[src/rtl/qspi_mem_arbiter.sv]
// ---------------------------------------------------------------------------
// qspi_mem_arbiter
//
// Shares one QSPI memory controller between the CPU instruction-fetch port
// and the CPU data port. The controller drives flash, RAM A and RAM B, and
// the chip is picked from the transaction address. Streaming instruction
// fetches are stopped early when a data access is waiting. A limit on
// back-to-back data grants keeps a busy data port from starving fetches.
//
// Optional feature macro: QSPI_ARB_STATS_EN
//   When defined, the block adds three saturating 16-bit statistics
//   counters and their output ports.
//
// Ports:
//   clk, rst_n         clock, asynchronous active-low reset
//   i_req / i_addr     instruction stream request (level) and start address
//   i_word / i_rdata   forwarded instruction words
//   i_end              instruction transaction ended (complete or stopped)
//   d_req / d_write    data request (level) and direction
//   d_addr / d_wdata   data address and write data
//   d_len              bytes minus 1 (0, 1 or 3)
//   d_done / d_rdata   data completion pulse and registered read data
//   m_start .. m_sel   registered command to the QSPI controller
//   m_word / m_rdata   read words returned by the controller
//   m_done             controller finished, chip select released
//   stat_i_grants      instruction grant count (QSPI_ARB_STATS_EN only)
//   stat_d_grants      data grant count (QSPI_ARB_STATS_EN only)
//   stat_preempts      stops caused by a waiting data access (QSPI_ARB_STATS_EN only)
// ---------------------------------------------------------------------------
module qspi_mem_arbiter #(
    parameter int ADDR_W          = 25,
    parameter int DATA_W          = 32,
    parameter int DATA_BURST_MAX  = 4,
    parameter int MIN_INSTR_WORDS = 2
) (
    input  logic              clk,
    input  logic              rst_n,
    input  logic              i_req,
    input  logic [ADDR_W-1:0] i_addr,
    output logic              i_word,
    output logic [DATA_W-1:0] i_rdata,
    output logic              i_end,
    input  logic              d_req,
    input  logic              d_write,
    input  logic [ADDR_W-1:0] d_addr,
    input  logic [DATA_W-1:0] d_wdata,
    input  logic [1:0]        d_len,
    output logic              d_done,
    output logic [DATA_W-1:0] d_rdata,
    output logic              m_start,
    output logic [ADDR_W-1:0] m_addr,
    output logic              m_write,
    output logic [DATA_W-1:0] m_wdata,
    output logic [1:0]        m_len,
    output logic              m_stream,
    output logic              m_stop,
    output logic [1:0]        m_sel,
    input  logic              m_word,
    input  logic [DATA_W-1:0] m_rdata,
    input  logic              m_done
`ifdef QSPI_ARB_STATS_EN
    ,
    output logic [15:0]       stat_i_grants,
    output logic [15:0]       stat_d_grants,
    output logic [15:0]       stat_preempts
`endif
);

    localparam int RUN_W = $clog2(DATA_BURST_MAX + 1);
    localparam int CNT_W = $clog2(MIN_INSTR_WORDS + 1);
    localparam logic [RUN_W-1:0] RUN_MAX = RUN_W'(DATA_BURST_MAX);
    localparam logic [CNT_W-1:0] CNT_MAX = CNT_W'(MIN_INSTR_WORDS);

    typedef enum logic [1:0] {
        IDLE,
        I_ACTIVE,
        I_STOP,
        D_ACTIVE
    } state_t;

    state_t             state;
    logic [RUN_W-1:0]   data_run;
    logic [CNT_W-1:0]   word_cnt;

    logic in_instr;
    logic grant_d;
    logic grant_i;
    logic preempt_cond;
    logic stop_now;

    // Address bit 24 selects RAM space; inside it bit 23 picks RAM B over RAM A.
    function automatic logic [1:0] chip_sel(input logic [1:0] space_bits);
        if (!space_bits[1])
            return 2'd0;
        else if (space_bits[0])
            return 2'd2;
        else
            return 2'd1;
    endfunction

    // Arbitration and stop decisions. Data wins in IDLE unless it has already
    // taken DATA_BURST_MAX grants in a row while a fetch is waiting. A running
    // fetch is stopped once it has delivered its minimum words and data waits,
    // or when the fetch port drops its request (branch). m_done takes priority
    // so a finishing transaction is never given a redundant stop.
    always_comb begin
        in_instr     = (state == I_ACTIVE) || (state == I_STOP);
        grant_d      = (state == IDLE) && d_req && (!i_req || (data_run < RUN_MAX));
        grant_i      = (state == IDLE) && !grant_d && i_req;
        preempt_cond = (state == I_ACTIVE) && !m_done && d_req && (word_cnt >= CNT_MAX);
        stop_now     = (state == I_ACTIVE) && !m_done && (preempt_cond || !i_req);
    end

    // Words and completion are passed straight through so the requesters see
    // them in the same cycle as the controller produces them.
    assign i_word  = in_instr && m_word;
    assign i_rdata = in_instr ? m_rdata : '0;
    assign i_end   = in_instr && m_done;
    assign d_done  = (state == D_ACTIVE) && m_done;

    // Main sequencer. The command to the controller is latched at grant and
    // held until m_done; m_start lasts one cycle. The mandatory IDLE cycle
    // between transactions keeps m_start pulses from running back to back.
    always_ff @(posedge clk or negedge rst_n) begin
        if (!rst_n) begin
            state    <= IDLE;
            data_run <= '0;
            word_cnt <= '0;
            d_rdata  <= '0;
            m_start  <= 1'b0;
            m_addr   <= '0;
            m_write  <= 1'b0;
            m_wdata  <= '0;
            m_len    <= 2'd0;
            m_stream <= 1'b0;
            m_stop   <= 1'b0;
            m_sel    <= 2'd0;
        end else begin
            m_start <= 1'b0;
            case (state)
                IDLE: begin
                    if (grant_d) begin
                        state    <= D_ACTIVE;
                        m_start  <= 1'b1;
                        m_addr   <= d_addr;
                        m_write  <= d_write;
                        m_wdata  <= d_wdata;
                        m_len    <= d_len;
                        m_stream <= 1'b0;
                        m_sel    <= chip_sel(d_addr[24:23]);
                        if (data_run != RUN_MAX)
                            data_run <= data_run + 1'b1;
                    end else if (grant_i) begin
                        state    <= I_ACTIVE;
                        m_start  <= 1'b1;
                        m_addr   <= i_addr;
                        m_write  <= 1'b0;
                        m_wdata  <= '0;
                        m_len    <= 2'd3;
                        m_stream <= 1'b1;
                        m_sel    <= chip_sel(i_addr[24:23]);
                        data_run <= '0;
                        word_cnt <= '0;
                    end
                end
                I_ACTIVE: begin
                    if (m_done) begin
                        state    <= IDLE;
                        m_stop   <= 1'b0;
                        word_cnt <= '0;
                    end else begin
                        if (m_word && (word_cnt != CNT_MAX))
                            word_cnt <= word_cnt + 1'b1;
                        if (stop_now) begin
                            m_stop <= 1'b1;
                            state  <= I_STOP;
                        end
                    end
                end
                I_STOP: begin
                    if (m_done) begin
                        state    <= IDLE;
                        m_stop   <= 1'b0;
                        word_cnt <= '0;
                    end
                end
                D_ACTIVE: begin
                    if (m_word)
                        d_rdata <= m_rdata;
                    if (m_done)
                        state <= IDLE;
                end
                default: state <= IDLE;
            endcase
        end
    end

`ifdef QSPI_ARB_STATS_EN
    // Saturating statistics: grants of each kind, and stops forced by a
    // waiting data access (a branch-only stop is not counted).
    always_ff @(posedge clk or negedge rst_n) begin
        if (!rst_n) begin
            stat_i_grants <= '0;
            stat_d_grants <= '0;
            stat_preempts <= '0;
        end else begin
            if (grant_i && (stat_i_grants != 16'hFFFF))
                stat_i_grants <= stat_i_grants + 16'd1;
            if (grant_d && (stat_d_grants != 16'hFFFF))
                stat_d_grants <= stat_d_grants + 16'd1;
            if (preempt_cond && (stat_preempts != 16'hFFFF))
                stat_preempts <= stat_preempts + 16'd1;
        end
    end
`endif

endmodule
[config.mk]
export PLATFORM = sky130hd
export DESIGN_NAME = qspi_mem_arbiter
export DESIGN_NICKNAME = d
export VERILOG_FILES = /design/src/rtl/qspi_mem_arbiter.sv
export SDC_FILE = /design/constraint.sdc
export NUM_CORES = 1
export LEC_CHECK = 0
export ABC_AREA = 1
export CORE_AREA = 2 2 120 122
export CTS_CLUSTER_DIAMETER = 60
export DETAILED_ROUTE_END_ITERATION = 10
export DIE_AREA = 0 0 122 124
export PLACE_DENSITY = 0.76
export SETUP_SLACK_MARGIN = 0.3
export SLEW_MARGIN = 20
export SYNTH_ARGS = -nofsm -noshare
export SYNTH_HDL_FRONTEND = slang
export SYNTH_SLANG_ARGS = --single-unit
[constraint.sdc]
create_clock -name clk -period 1.55 [get_ports clk]
set_input_delay 0.31 -clock clk [delete_from_list [all_inputs] [get_ports clk]]
set_output_delay 0.31 -clock clk [all_outputs]
set_load 0.1 [all_outputs]
==> run_results.csv, run 1 <==
group,metric,value,unit
sta,finalMaxSlewViolations,0,
logic_synthesis,synth_area_leaders,"dfrtp_1 (54%), nand2_1 (14%), inv_1 (7.9%)",
logic_synthesis,yosys.area.top_type,"dfrtp_1",
worst_setup_path,crit_path_end_kind,"output pin",
drt,viasPerCell,4.979,
logic_synthesis,synth_mux_area_share,7.411,%
drt,drc_errors,0,
sta,fin_hold_ws,447.9,ps
drt,drtIter0Drc,261,
run,cap_violations,0,
sta,min_period_over_period,129.5,%
worst_hold_path,hold_path.class,"in2async",
worst_setup_path,rr_startpoint,"state[0]$_DFFE_PN0P_",
grt,grt_pass1_wl,31.62,mm
drt,dr_total_vias,5387,
logic_synthesis,netlist_instances,545,
grt,met2_usage,52.62,%
place,place_hpwl,13.20,mm
sta,worst_slack,-457.2,ps
sta,skew,12.15,ps
place,gp_congestion,0.8900,
die,dieArea,0.01513,mm²
die,core_area,0.01372,mm²
grt,grt-busiest-layer,"met2",
sta,slew_headroom,68.19,%
clock_tree,clk_pin_slew,80,ps
logic_synthesis,synth_edf_count,0,
grt,use_met3,7.051,%
clock_tree,cts_buffer_depth,2,
die,chipHeight,124,µm
sta,worst_pin_slew,477.2,ps
logic_synthesis,yosys.area_share.xor_xnor,0.1801,%
status,status,"finished, violations left",
sta,fin_setup_tns,-24450,ps
worst_setup_path,arrival,1700,ps
final_layout,post_route_cells_drive_above_1_share,52.28,%
final_layout,layout_commonest_cell,"buf_12",
sta,rsz0062_at_grt,"yes",
sta,finalHoldViolCount,0,
worst_setup_path,worst_ep_required_time,1240,ps
logic_synthesis,synthAdderAreaFrac,2.059,%
die,initial_utilization,35.44,%
worst_setup_path,crit_path_start_kind,"register",
grt,overflow,0,
logic_synthesis,synth_compound_area_share,7.283,%
logic_synthesis,synthDominantCellAreaShare,53.53,%
logic_synthesis,synth_nets,676,
worst_setup_path,path_class,"reg2out",
clock_tree,cts_tree,"yes",
die,num_io_pins,255,
die,die_x,122,µm
logic_synthesis,ys.flop_type,"dfrtp_1",
worst_setup_path,cp_max_fo,11,
logic_synthesis,ys_types,23,
drt,wirelength,22.66,mm
worst_setup_path,cp-startpoint,"state[1]$_DFFE_PN0P_",
place,pre_cts_ws,-313.1,ps
grt,gr-usage-met1,29.93,%
drt,dr.pass1.iters,5,
grt,antenna_found_initial,1,
drt,wl_per_cell,20.95,µm
final_layout,nets,1027,
logic_synthesis,yosysSeqAreaShare,53.53,%
logic_synthesis,yosysWarnings,0,
grt,grt_pass1_vias,5591,
place,numPlacedInstances,979,
clock_tree,clockRootBuffer,"clkbuf_16",
status,violations,"negative setup slack",
drt,ant_nets,0,
die,placementRows,43,
final_layout,final_cell_count_no_fill,1082,
logic_synthesis,ys_async_sr_fraction,100.0,%
logic_synthesis,ys_seq_elements,104,
logic_synthesis,synth_area,0.004862,mm²
grt,grt_max_degree,40,
grt,grt_usage,27.94,%
clock_tree,cts_sinks,104,
sta,clock.fmax,0.4982,GHz
final_layout,syn2layout_area_growth,133.9,%
sta,finalCriticalPeriod,2007,ps
logic_synthesis,synth-simple-area-share,18.73,%
logic_synthesis,synth_top_family_by_area,"simple AND/OR/NAND/NOR gates",
final_layout,layout_common_cells,"buf_12 (144), clkdlybuf4s50_1 (120), dfrtp_1 (96)",
place,port_buffers,254,
clock_tree,clock_latency,350,ps
logic_synthesis,syn_area_per_cell,8.921,µm²
clock_tree,cts-htree-levels,3,
sta,finalSetupViolCount,73,
clock_tree,cts_made_buffers,9,
## cell families after synthesis
group | count (synthesis)
AND/OR/NAND/NOR | 227
buffers and inverters | 129
flip-flops | 104
AO/OA/AOI/OAI | 44
multiplexers | 32
adder cells (fa/ha/maj) | 8
XOR/XNOR | 1
## per-layer routing
layer / routed length (µm) / vias up
li1: - / 2392
met1: 7550 / 2661
met2: 12550 / 285
met3: 1955 / 49
met4: 607 / 0
met5: 0 / -
## what timing repair did
action                                  4_1_cts  5_1_grt
hold endpoints to repair                     27        0
cloned                                       17        2
buffers inserted                             18       48
pin swaps                                    41       37
hold buffers                                  1        0
endpoints found under the setup margin      229      236
gates resized for setup                     137       54
## per-stage QoR
step	util [%]	instance area, µm²
floorplan	-	5355
global placement	68.74	9430
detailed placement	68.74	9430
CTS	78.28	10740
global route	82.91	11370
finish	82.91	11370
## state kept, by name (all words and copies together), names as in the netlist, 2 cells and up
signal	count
d_rdata	32
data_run	3
m_addr	25
m_len	2
m_sel	2
m_wdata	32
state	2
word_cnt	2
## cells in the mapped netlist (2+ instances only)
| master | number |
|---|---|
| dfrtp_1 | 104 |
| nand3_1 | 33 |
| a22o_1 | 33 |
| buf_2 | 18 |
| nand2_2 | 2 |
| ha_1 | 8 |
| o21ai_0 | 2 |
| inv_1 | 102 |
| inv_2 | 2 |
| o21bai_1 | 2 |
| a21oi_1 | 2 |
| clkbuf_1 | 4 |
| nand2_1 | 176 |
| mux2_2 | 32 |
| nand4_1 | 2 |
| buf_6 | 2 |
| o22ai_1 | 2 |
| nor2_1 | 13 |
| o21ai_1 | 2 |
## worst max-delay path, stage by stage, from the launching register on
cell,delay [ps]
dfrtp_1,380
inv_2,70
ha_4,360
buf_12,170
nand2_2,80
clkinvlp_4,110
buf_12,180
## final timing paths
path                                           end  slack (ps)  depth (start not counted)
min reg2reg                word_cnt[0]$_DFFE_PN0P_         540                          3
min in group clk           word_cnt[0]$_DFFE_PN0P_         540                          3
max in group asynchronous     m_len[0]$_DFFE_PN0P_         480                          3
max reg2reg                 d_rdata[1]$_DFFE_PN0P_        -400                          9
min                         m_addr[22]$_DFFE_PN0P_         450                          2
max                                    i_rdata[25]        -460                          6
## cell type report
type / instances / area [µm²]
Multi-Input combinational cell: 313 / 2476
Antenna cell: 1 / 2.502
Inverter: 104 / 548.0
Timing Repair Buffer: 360 / 5170
Clock inverter: 5 / 38.79
Sequential cell: 104 / 2613
Tap cell: 180 / 225.2
Timing Repair inverter: 4 / 58.81
Fill cell: 658 / 2345
Clock buffer: 11 / 242.7
Power of run 1 is left out: the tool's default activity adds up to more than one toggle a clock period on the data nets, which glitch-free logic cannot reach.
==> inputs of run 2 (changes only) <==
==> constraint.sdc (replaced) <==
create_clock -name clk -period 1.55 [get_ports clk]
set_input_delay 0.31 -clock clk [delete_from_list [all_inputs] [get_ports clk]]
set_output_delay 0.31 -clock clk [all_outputs]
set_load 0.02 [all_outputs]
==> run_results.csv, run 2 (same netlist as run 1, synthesis figures left out) <==
group,metric,value,unit
worst_setup_path,cp_cell_sequence,"inv_2, ha_4, buf_12, buf_16, nand2_4, inv_2, buf_6",
final_layout,reg_top3,"d_rdata (32), m_wdata (32), m_addr (25)",
grt,grt_usage,24.32,%
power,switching_share,41.59,%
grt,grt_pass1_vias,5178,
sta,slew_headroom,73.32,%
grt,antenna_found_initial,0,
place,place_hpwl,11.77,mm
die,core_area,0.01372,mm²
final_layout,nets,1040,
sta,rsz0062_at_grt,"yes",
worst_setup_path,rr_startpoint,"state[0]$_DFFE_PN0P_",
power,p_sw,8.651,mW
die,die_x,122,µm
power,clkPwrFrac,12.4,%
die,placementRows,43,
sta,worst_pin_slew,400.2,ps
clock_tree,cts_sinks,104,
place,port_buffers,254,
grt,grt_max_degree,32,
sta,fin_hold_ws,434.7,ps
status,status,"finished, violations left",
final_layout,fill_cells,928,
power,pwr-share-comb,64.9,%
die,initial_utilization,35.44,%
status,violations,"negative setup slack",
power,p_int,12.15,mW
power,total_power,20.80,mW
die,num_io_pins,255,
worst_setup_path,arrival,1570,ps
clock_tree,cts_tree,"yes",
sta,finalSetupViolCount,77,
sta,worst_slack,-328.3,ps
clock_tree,cts-htree-levels,3,
worst_setup_path,path_class,"reg2out",
run,cap_violations,0,
grt,overflow,0,
drt,wl_per_cell,17.95,µm
sta,finalMaxSlewViolations,0,
final_layout,num_antenna_cells,0,
worst_setup_path,cp_max_fo,7,
worst_setup_path,crit_path_end_kind,"output pin",
worst_setup_path,critPathMostFrequentCell,"inv_2",
clock_tree,clockRootBuffer,"clkbuf_16",
worst_setup_path,crit_path_end,"i_rdata[20]",
final_layout,post_route_cells_drive_above_1_share,50.88,%
drt,ant_nets,0,
worst_setup_path,crit_path_start_kind,"register",
drt,viasPerCell,4.688,
clock_tree,clock_latency,360,ps
power,cellLeakagePower,5.368,nW
clock_tree,cts_made_buffers,9,
worst_setup_path,r2r_end,"d_rdata[11]$_DFFE_PN0P_",
final_layout,multi_input_area,0.002517,mm²
grt,grt_pass1_wl,27.67,mm
power,p_seq_share,22.8,%
place,gp_congestion,0.8119,
final_layout,layout_commonest_cell,"clkdlybuf4s50_1",
drt,dr_total_vias,5129,
drt,dr.pass1.iters,4,
worst_setup_path,rrSetupSlack,-200,ps
sta,min_period_over_period,121.2,%
power,power.density,2081,mW/mm²
sta,finalHoldViolCount,0,
final_layout,regArea,0.002603,mm²
die,dieArea,0.01513,mm²
die,chipHeight,124,µm
final_layout,fin_area,0.009995,mm²
worst_setup_path,cp_slowest_cell,"dfrtp_1",
sta,finalCriticalPeriod,1878,ps
power,vdd_drop_max,1067,µV
sta,skew,6.038,ps
sta,clock.fmax,0.5324,GHz
clock_tree,clk_pin_slew,70,ps
final_layout,layout_common_cells,"clkdlybuf4s50_1 (120), dfrtp_1 (104), nand2_1 (103)",
final_layout,syn2layout_area_growth,105.6,%
drt,wirelength,19.64,mm
drt,drc_errors,0,
worst_setup_path,cp-startpoint,"state[1]$_DFFE_PN0P_",
worst_hold_path,hold_path.class,"in2async",
worst_setup_path,reg2reg_depth,8,
clock_tree,cts_buffer_depth,2,
worst_setup_path,crit_path_max_incr_delay,370,ps
place,placed_area,0.008133,mm²
worst_setup_path,worst_ep_required_time,1240,ps
drt,drtIter0Drc,310,
-- run 2: cell count changes in the layout (fill, tap and decap cells not counted), moves of 18 or more --
| cell | change |
|---|---|
| buf_12 | -118 |
| buf_2 | +78 |
| buf_6 | +47 |
| clkinvlp_4 | -36 |
| inv_2 | +34 |
| nand2_2 | -19 |
| mux2_2 | -18 |
| mux2_4 | +18 |
| nand2_1 | +18 |
-- run 2: stage by stage --
stage / setup slack, ps / utilization (%) / setup TNS (ps) / std cells
after CTS: -325.0 / 68.22 / -10440 / 1070
after global routing: -379.8 / 72.85 / -19310 / 1094
after detailed placement: -369.2 / 59.28 / -24530 / 1012
after global placement: -379.4 / 59.28 / -23570 / 1012
after floorplan: 122.9 / - / 0 / 545
final: -328.3 / 72.85 / -14820 / 1094
-- run 2: power groups by stage --
stage,clock (mW),combinational (mW),sequential [mW]
global route,2.70,14.2,4.86
finish,2.57,13.5,4.74
detailed placement,0,10.2,4.69
floorplan,0,3.90,6.20
CTS,2.60,12.2,4.63
global placement,0,10.1,4.65
-- run 2: worst min-delay path by stage --
stage	endpoint	slack, ps	start	depth (start not counted)
2_1_floorplan	d_rdata[0]$_DFFE_PN0P_	10	rst_n	0
3_3_place_gp	d_rdata[27]$_DFFE_PN0P_	270	rst_n	1
3_5_place_dp	d_rdata[27]$_DFFE_PN0P_	270	rst_n	1
4_1_cts	d_rdata[27]$_DFFE_PN0P_	420	rst_n	2
5_1_grt	d_rdata[24]$_DFFE_PN0P_	450	rst_n	2
6_report	d_rdata[24]$_DFFE_PN0P_	430	rst_n	2
-- run 2: worst max-delay path: cells and delay by family (launching register included) --
kind	cells	cell delay, ps
buffers and inverters	5	500
adder cells (fa/ha/maj)	1	300
flip-flops	1	370
AND/OR/NAND/NOR	1	50
-- run 2: timing repair --
action,in CTS,in global routing
hold buffers,1,0
pin swaps,73,59
setup buffers,23,23
hold endpoints to repair,21,0
endpoints found under the setup margin,235,160
gates resized for setup,757,118
cloned,18,1
-- run 2: routing by layer --
| metal | part of all wire [%] | up-vias | global-route usage (%) | wire length (µm) |
|---|---|---|---|---|
| met1 | 39 | 2517 | 28.30 | 7638 |
| li1 | - | 2421 | - | - |
| met3 | 4.6 | 38 | 5.311 | 896 |
| met5 | 0 | - | 0 | 0 |
| met4 | 2.4 | 0 | 9.770 | 462 |
| met2 | 54 | 153 | 43.54 | 10640 |
-- run 2: final cells by class --
cell class | instances | area share [%]
Multi-Input combinational cell | 312 | 25.19
Timing Repair Buffer | 378 | 39.15
Inverter | 104 | 4.056
Clock buffer | 11 | 2.529
Clock inverter | 5 | 0.7887
Tap cell | 180 | 2.253
Sequential cell | 104 | 26.04
No activity file was read; power rests on OpenSTA's default activity.
==> inputs of run 3 (changes only) <==
--- a/config.mk
+++ b/config.mk
@@ -10,6 +10,8 @@
 export CTS_CLUSTER_DIAMETER = 60
 export DETAILED_ROUTE_END_ITERATION = 10
 export DIE_AREA = 0 0 122 124
+export HOLD_SLACK_MARGIN = 0.05
+export MAX_ROUTING_LAYER = met4
 export PLACE_DENSITY = 0.76
 export SETUP_SLACK_MARGIN = 0.3
 export SLEW_MARGIN = 20
==> run_results.csv, run 3 (same netlist as run 1, synthesis figures left out) <==
group,metric,value,unit
status,status,"finished, violations left",
status,violations,"negative setup slack",
final_layout,reg_top3,"d_rdata (32), m_wdata (32), m_addr (25)",
place,gp_congestion,0.8239,
sta,rsz0062_at_grt,"yes",
die,initial_utilization,35.44,%
clock_tree,cts_buffer_depth,2,
place,place_hpwl,11.77,mm
final_layout,multi_input_area,0.002517,mm²
drt,wl_per_cell,17.86,µm
worst_setup_path,path_class,"reg2out",
worst_setup_path,crit_path_end,"i_rdata[20]",
worst_setup_path,crit_path_max_incr_delay,370,ps
run,cap_violations,0,
worst_hold_path,hold_path.class,"in2async",
sta,finalMaxSlewViolations,0,
final_layout,post_route_cells_drive_above_1_share,50.82,%
sta,finalHoldViolCount,0,
grt,overflow,0,
die,num_io_pins,255,
die,core_area,0.01372,mm²
clock_tree,clockRootBuffer,"clkbuf_16",
place,numPlacedInstances,1012,
worst_setup_path,arrival,1570,ps
sta,clock.fmax,0.5318,GHz
final_layout,final_cell_count_no_fill,1093,
die,die_x,122,µm
drt,viasPerCell,4.694,
clock_tree,clock_latency,360,ps
sta,finalCriticalPeriod,1880,ps
grt,grt_pass1_vias,5174,
sta,worst_pin_slew,404.8,ps
drt,drtIter0Drc,260,
worst_setup_path,cp_slowest_cell,"dfrtp_1",
clock_tree,cts-htree-levels,3,
sta,slew_headroom,73.01,%
sta,skew,5.494,ps
drt,dr.pass1.iters,5,
clock_tree,cts_made_buffers,9,
grt,grt_pass1_wl,27.68,mm
sta,min_period_over_period,121.3,%
worst_setup_path,reg2reg_depth,8,
worst_setup_path,cp_max_fo,7,
power,cellLeakagePower,5.363,nW
worst_setup_path,r2r_end,"d_rdata[3]$_DFFE_PN0P_",
worst_setup_path,cp-startpoint,"state[1]$_DFFE_PN0P_",
sta,fin_setup_tns,-14540,ps
worst_setup_path,critPathMostFrequentCell,"inv_2",
worst_setup_path,rr_startpoint,"state[0]$_DFFE_PN0P_",
drt,ant_nets,0,
worst_setup_path,rrSetupSlack,-190,ps
die,dieArea,0.01513,mm²
drt,dr_total_vias,5130,
grt,antenna_found_initial,0,
worst_setup_path,worst_ep_required_time,1240,ps
die,placementRows,43,
worst_setup_path,crit_path_start_kind,"register",
final_layout,fill_cells,934,
power,power.density,2079,mW/mm²
sta,worst_slack,-330.4,ps
final_layout,syn2layout_area_growth,105.4,%
worst_setup_path,cp_cell_sequence,"inv_2, ha_4, buf_12, buf_16, nand2_4, inv_2, buf_6",
final_layout,regArea,0.002603,mm²
grt,grt_max_degree,32,
sta,fin_hold_ws,436.7,ps
final_layout,nets,1039,
drt,drc_errors,0,
final_layout,layout_commonest_cell,"clkdlybuf4s50_1",
clock_tree,cts_tree,"yes",
sta,finalSetupViolCount,80,
clock_tree,cts_sinks,104,
die,chipHeight,124,µm
final_layout,num_antenna_cells,0,
drt,wirelength,19.52,mm
grt,grt_usage,25.07,%
final_layout,layout_common_cells,"clkdlybuf4s50_1 (120), dfrtp_1 (104), nand2_1 (103)",
place,port_buffers,254,
worst_setup_path,crit_path_end_kind,"output pin",
clock_tree,clk_pin_slew,70,ps
power,vdd_drop_max,1063,µV
[run 3: worst min path at each step]
| stage | slack [ps] | end | depth (start not counted) |
|---|---|---|---|
| 3_3_place_gp | 270 | d_rdata[27]$_DFFE_PN0P_ | 1 |
| 6_report | 440 | d_rdata[24]$_DFFE_PN0P_ | 2 |
| 3_5_place_dp | 270 | d_rdata[27]$_DFFE_PN0P_ | 1 |
| 2_1_floorplan | 10 | d_rdata[0]$_DFFE_PN0P_ | 0 |
| 4_1_cts | 420 | d_rdata[27]$_DFFE_PN0P_ | 2 |
| 5_1_grt | 450 | d_rdata[24]$_DFFE_PN0P_ | 2 |
[run 3: through the flow]
| step | util [%] | power (mW) | worst slack (ps) | cell area, µm² |
|---|---|---|---|---|
| finish | 72.80 | 20.77 | -330.4 | 9987 |
| global route | 72.80 | 21.75 | -379.8 | 9987 |
| CTS | 68.22 | 19.41 | -325.0 | 9359 |
| detailed placement | 59.28 | 14.93 | -369.2 | 8133 |
| global placement | 59.28 | 14.76 | -379.4 | 8133 |
| floorplan | - | 10.10 | 122.9 | 5015 |
[run 3: what timing repair did]
action | 4_1_cts | 5_1_grt
hold buffers | 1 | 0
pin swaps | 73 | 59
gates resized for setup | 757 | 118
endpoints found under the hold margin | 21 | 0
setup buffers | 23 | 22
gates cloned | 18 | 1
setup endpoints to repair | 235 | 159
[run 3: critical path: cells and delay by family (launching register included)]
family                     cells  cell delay, ps
and+or+nand+nor                1              50
DFF                            1             370
adders and majority gates      1             300
buffers and inverters          5             500
[run 3: cell type report]
class	count	share of cell area [%]
Timing Repair Buffer	377	39.10
Sequential cell	104	26.06
Multi-Input combinational cell	312	25.21
Inverter	104	4.059
Clock buffer	11	2.531
Tap cell	180	2.255
Clock inverter	5	0.7893
[run 3: metal layers]
metal | routed length, µm | vias up | global-route usage, % | share of wire, %
met5 | 0 | - | - | 0
li1 | - | 2421 | - | -
met2 | 10600 | 155 | 43.58 | 54
met3 | 829 | 36 | 5.174 | 4.2
met4 | 437 | 0 | 9.770 | 2.2
met1 | 7651 | 2518 | 28.48 | 39
[run 3: power by group]
group	internal (mW)	switching [mW]
registers	4.01	0.725
clock network	1.50	1.07
logic	6.63	6.84
==> RTL edit 1: new RTL, settings of run 3 <==
Change the parameter `MIN_INSTR_WORDS` from 2 to 1.
--- a/src/rtl/qspi_mem_arbiter.sv
+++ b/src/rtl/qspi_mem_arbiter.sv
@@ -33,3 +33,3 @@
     parameter int DATA_BURST_MAX  = 4,
-    parameter int MIN_INSTR_WORDS = 2
+    parameter int MIN_INSTR_WORDS = 1
 ) (
Formal check against the unedited RTL: not equivalent (Yosys sat finds a counterexample within 4 cycles, from zero or initial values and one cycle with rst_n low).
==> RTL edit 1 against run 3 <==
The run still ends with negative setup slack left. Routed wire length down 2.9%. Worst hold slack worse by 0.051 ns. Combinational power up 4%. Worst setup slack worse by 0.034 ns. Synthesized area up 1.3%. Fmax down 1.8%. Final area up 0.94%. Sequential cell count down 1. Count of clock-buffer cells in the layout down 2. Power up 1.8%. Critical endpoint is now i_rdata[27].
==> RTL edit 1: results (changes against run 3) <==
stage;metric;value;unit;change
status;status;finished, violations left;;unchanged
status;violations;negative setup slack;;unchanged
drt;wl_per_cell;16.7;um;was 17.9 um
drt;drtIter0Drc;202;;was 260
worst_setup_path;worstPathMaxFanout;5;;was 7
global_route;grt_pass1_vias;5278;;was 5174
cells_and_area;fill_cells;966;;was 934
worst_setup_path;ff2ff_setup_slack;-0.17;ns;was -0.19 ns
placement;dpl_cell_area;8020;sq um;was 8130 sq um
yosys;yosysSeqAreaShare;52.4;%;was 53.5%
power;leakagePower;5.52;nW;was 5.36 nW
timing;slew_viol_final;0;;unchanged
drt;first_pass_iters;4;;was 5
yosys;ys_types;24;;was 23
yosys;yosys-top-cells-count;nand2_1, dfrtp_1, inv_1;;unchanged
placement;dp_hpwl;11000;um;was 11800 um
clock_network;cts_setup_buffers;19;;was 23
yosys;async_flop_share;100;%;unchanged
placement;dp.cells;1054;;was 1012
worst_setup_path;path_delay_family;buffers and inverters;;unchanged
cells_and_area;final_layout_size_suffix_gt1_share;52.5;%;was 50.8%
global_route;grtUsageTotal;23.4;%;was 25.1%
worst_hold_path;worstHoldPathType;primary input to async pin;;unchanged
clock_network;ctsResizeCount;794;;was 757
worst_setup_path;crit_arrival;1.60;ns;was 1.57 ns
yosys;synthCells;602;;was 545
timing;setup_slack;-0.365;ns;was -0.330 ns
yosys;synth_fp_nets;732;;was 676
timing;tns;-14.64;ns;was -14.54 ns
timing;maxSlewHeadroom;76.1;%;was 73.0%
cells_and_area;n_antenna_cell;0;;unchanged
global_route;grt_pass1_wl;26500;um;was 27700 um
drt;vias;5278;;was 5130
global_route;grt_max_degree;46;;was 32
yosys;yosys-top-cells-area;dfrtp_1, nand2_1, inv_1;;unchanged
timing;holdWs;0.386;ns;was 0.437 ns
worst_setup_path;worstSetupStartpoint;state[1];;unchanged
timing;setup_viol;75;;was 80
power;peakVddDrop;1.25;mV;was 1.06 mV
cells_and_area;utilization;73.5;%;was 72.8%
drt;wl;19000;um;was 19500 um
placement;place.gp.congestion;0.797;;was 0.824
timing;clock-skew-final;0.0157;ns;was 0.00549 ns
## RTL edit 1: cell types whose count changed after synthesis, moves of 2 or more
cell | run 3 | this run
o21ai_1 | 2 | 0
nor2_1 | 13 | 10
nand2_1 | 176 | 272
o21ai_0 | 2 | 7
mux2_1 | 0 | 12
buf_2 | 18 | 12
a22o_1 | 33 | 0
inv_1 | 102 | 99
buf_4 | 1 | 4
buf_6 | 2 | 5
mux2_2 | 32 | 20
nand3_1 | 33 | 30
## RTL edit 1: worst max-delay path by stage
stage / end / slack [ns] / cells past startpoint
detailed placement: i_rdata[18] / -0.36 / 6
global placement: d_done / -0.36 / 4
finish: i_rdata[27] / -0.36 / 7
CTS: i_rdata[25] / -0.32 / 7
floorplan: i_rdata[10] / 0.13 / 6
global route: i_rdata[27] / -0.40 / 7
## RTL edit 1: metal layers
layer  part of all wire, %  vias up  global-route usage (%)
li1                      -     2493                       -
met1                    37     2535                    25.4
met2                    53      218                    41.1
met3                   7.3       32                    6.46
met4                   2.4        0                    8.69
met5                     0        -                       -
## RTL edit 1: kinds of logic after synthesis
group	share of synthesized area, %
buffers and inverters	11.1
DFF	52.4
xor gates and xnor gates	0.178
adders and majority gates	1.78
and+or+nand+nor	26.1
AOI/OAI and AO/OA	1.22
muxes	7.32
## RTL edit 1: cell type report
cell class              instances  share of cell area [%]
well taps                     180                    2.23
repair buffers                364                    37.1
multi-input cells             372                    28.1
inverters                     102                    4.10
clock inverters                 7                   0.621
clock buffers                   9                    2.23
flip-flops and latches        103                    25.6
## RTL edit 1: power by group
part | internal (mW) | switching (mW)
logic | 6.86 | 7.20
clock network | 1.13 | 1.10
registers | 4.02 | 0.829
total | 12.0 | 9.13
==> RTL edit 2: new RTL, settings of run 3 <==
Made on the original files. Encoding of `state_t`: now one-hot (4 bits for 4 states).
--- a/src/rtl/qspi_mem_arbiter.sv
+++ b/src/rtl/qspi_mem_arbiter.sv
@@ -73,7 +73,7 @@
 
-    typedef enum logic [1:0] {
-        IDLE,
-        I_ACTIVE,
-        I_STOP,
-        D_ACTIVE
+    typedef enum logic [3:0] {
+        IDLE     = 4'b0001,
+        I_ACTIVE = 4'b0010,
+        I_STOP   = 4'b0100,
+        D_ACTIVE = 4'b1000
     } state_t;
Formal check against the unedited RTL: no difference found for any inputs over 4 cycles, from zero or initial values and one cycle with rst_n low; so few cycles prove little.
==> RTL edit 2 against run 3 <==
Routed wire length is 8.0% lower. Sequential cell count is 2 higher. Register-to-register slack worse by 0.32 ns. The flow still finishes with violations (negative setup slack). Final area is 7.4% lower. Synthesized area is 0.72% higher. Combinational power is 34% lower. Global-route usage is 2.6 points lower. Power is 23% lower. Clock power is 8.6% lower. Worst setup slack worse by 0.21 ns. Via count is 0.41% higher. Critical path depth is 1 higher.
==> RTL edit 2: results (changes against run 3) <==
stage;metric;value;unit;change
status;status;finished, violations left;;unchanged
status;violations;negative setup slack;;unchanged
global_route;grt_pass1_vias;5071;;was 5174
power;switchingPower;6.68;mW;was 8.63 mW
placement;dp_slack;-0.449;ns;was -0.369 ns
drt;drtIter0Drc;187;;was 260
yosys;yosys-top-cells-count;nand2_1, dfrtp_1, inv_1, nor2_1, a22o_1;;was nand2_1, dfrtp_1, inv_1
worst_setup_path;crit_slowest_cell;dfrtp_1;;unchanged
clock_network;root_buffer;clkbuf_16;;unchanged
cells_and_area;final_nets;1040;;was 1039
timing;setup_viol;138;;was 80
clock_network;clkLatencyLatePin;0.34;ns;was 0.36 ns
worst_setup_path;ff2ff_setup_slack;-0.51;ns;was -0.19 ns
cells_and_area;finalNonFillerCells;1099;;was 1093
drt;vias;5151;;was 5130
yosys;synth_fp_nets;677;;was 676
worst_setup_path;r2r_start;state[3];;was state[0]
clock_network;htree_levels;3;;unchanged
placement;dp.cells;1023;;was 1012
yosys;synthCells;551;;was 545
yosys;ys_types;29;;was 23
cells_and_area;fill_cells;1064;;was 934
timing;clock-skew-final;0.00880;ns;was 0.00549 ns
global_route;grtUsageTotal;22.5;%;was 25.1%
worst_setup_path;r2r-end;state[0];;was d_rdata[3]
cells_and_area;largestRegisters;d_rdata (32), m_wdata (32), m_addr (25);;unchanged
worst_setup_path;rr_worst_depth;14;;was 8
global_route;grt_pass1_wl;25500;um;was 27700 um
cells_and_area;final_layout_size_suffix_gt1_share;37.0;%;was 50.8%
placement;port_buffers;254;;unchanged
yosys;yosysSeqAreaShare;54.2;%;was 53.5%
worst_setup_path;crit_arrival;1.78;ns;was 1.57 ns
drt;first_pass_iters;4;;was 5
power;leakagePower;4.65;nW;was 5.36 nW
cells_and_area;n_antenna_cell;0;;unchanged
worst_setup_path;path_delay_family;buffers and inverters;;unchanged
power;peakVddDrop;0.830;mV;was 1.06 mV
worst_setup_path;cpPeakStageDelay;0.43;ns;was 0.37 ns
worst_hold_path;worstHoldPathType;primary input to async pin;;unchanged
placement;place.gp.congestion;0.781;;was 0.824
placement;dp_hpwl;10700;um;was 11800 um
timing;maxSlewHeadroom;77.7;%;was 73.0%
timing;setup_slack;-0.542;ns;was -0.330 ns
placement;dpl_cell_area;8240;sq um;was 8130 sq um
drt;wl_per_cell;16.3;um;was 17.9 um
global_route;grt_max_degree;62;;was 32
clock_network;cts_buffers;9;;unchanged
yosys;yosys-top-cells-area;dfrtp_1, nand2_1, a22o_1;;was dfrtp_1, nand2_1, inv_1
[RTL edit 2: changes by cell type after synthesis, sizes merged, moves of 2 or more]
cell           run 3  this run
o21a               1        32
o21bai             2         0
buf               21        28
nand2            178       222
inv              104        48
ha                 8         3
nor2              14        52
nand3             33        14
mux2              32         0
clkbuf             4         0
[RTL edit 2: repair_timing]
action,CTS,global route
buffers inserted,26,14
hold buffers,1,0
endpoints found under the hold margin,11,0
resized for setup,634,34
endpoints found under the setup margin,237,143
gates cloned,10,9
pin swaps,11,12
[RTL edit 2: layout make-up]
type | instances | area share (%)
repair buffers | 380 | 40.4
flip-flops and latches | 106 | 28.7
multi-input cells | 369 | 23.2
clock buffers | 10 | 2.48
well taps | 180 | 2.44
inverters | 48 | 1.98
clock inverters | 6 | 0.798
[RTL edit 2: metrics by stage]
step	TNS, ns	utilization (%)	hold slack [ns]
floorplan	0	-	0.0144
global placement	-23.86	60.1	0.176
detailed placement	-24.70	60.1	0.180
CTS	-22.55	64.1	0.366
global route	-50.46	67.4	0.382
finish	-38.28	67.4	0.384
[RTL edit 2: worst max-delay path by stage]
stage | from | to | slack (ns)
2_1_floorplan | state[2] | i_rdata[10] | 0.005
4_1_cts | state[2] | i_end | -0.51
6_report | state[3] | i_rdata[0] | -0.54
5_1_grt | state[3] | i_rdata[28] | -0.59
3_5_place_dp | state[0] | i_rdata[9] | -0.45
3_3_place_gp | state[0] | i_rdata[5] | -0.43
[RTL edit 2: cells by family (layout without fill, tap and decap cells)]
kind of cell,count (synthesis),count (layout),synth area share (%)
adders and majority gates,3,3,0.767
AOI/OAI and AO/OA,72,72,11.6
DFF,106,106,54.2
and+or+nand+nor,293,293,24.5
buffers and inverters,76,444,8.79
xor gates and xnor gates,1,1,0.179
[RTL edit 2: per-layer routing]
metal	up-vias	wire length [um]	global-route usage (%)
met5	-	0	-
met4	0	357	6.47
met3	26	1440	5.77
met2	231	9230	39.7
met1	2423	6930	25.2
li1	2471	-	-
[RTL edit 2: power by group through the flow]
stage               combinational, mW  clock [mW]  sequential (mW)
finish                           8.94        2.35             4.76
global route                     9.59        2.51             4.90
CTS                              7.97        2.40             4.70
detailed placement               8.37           0             4.75
global placement                 8.25           0             4.72
floorplan                        3.11           0             6.19
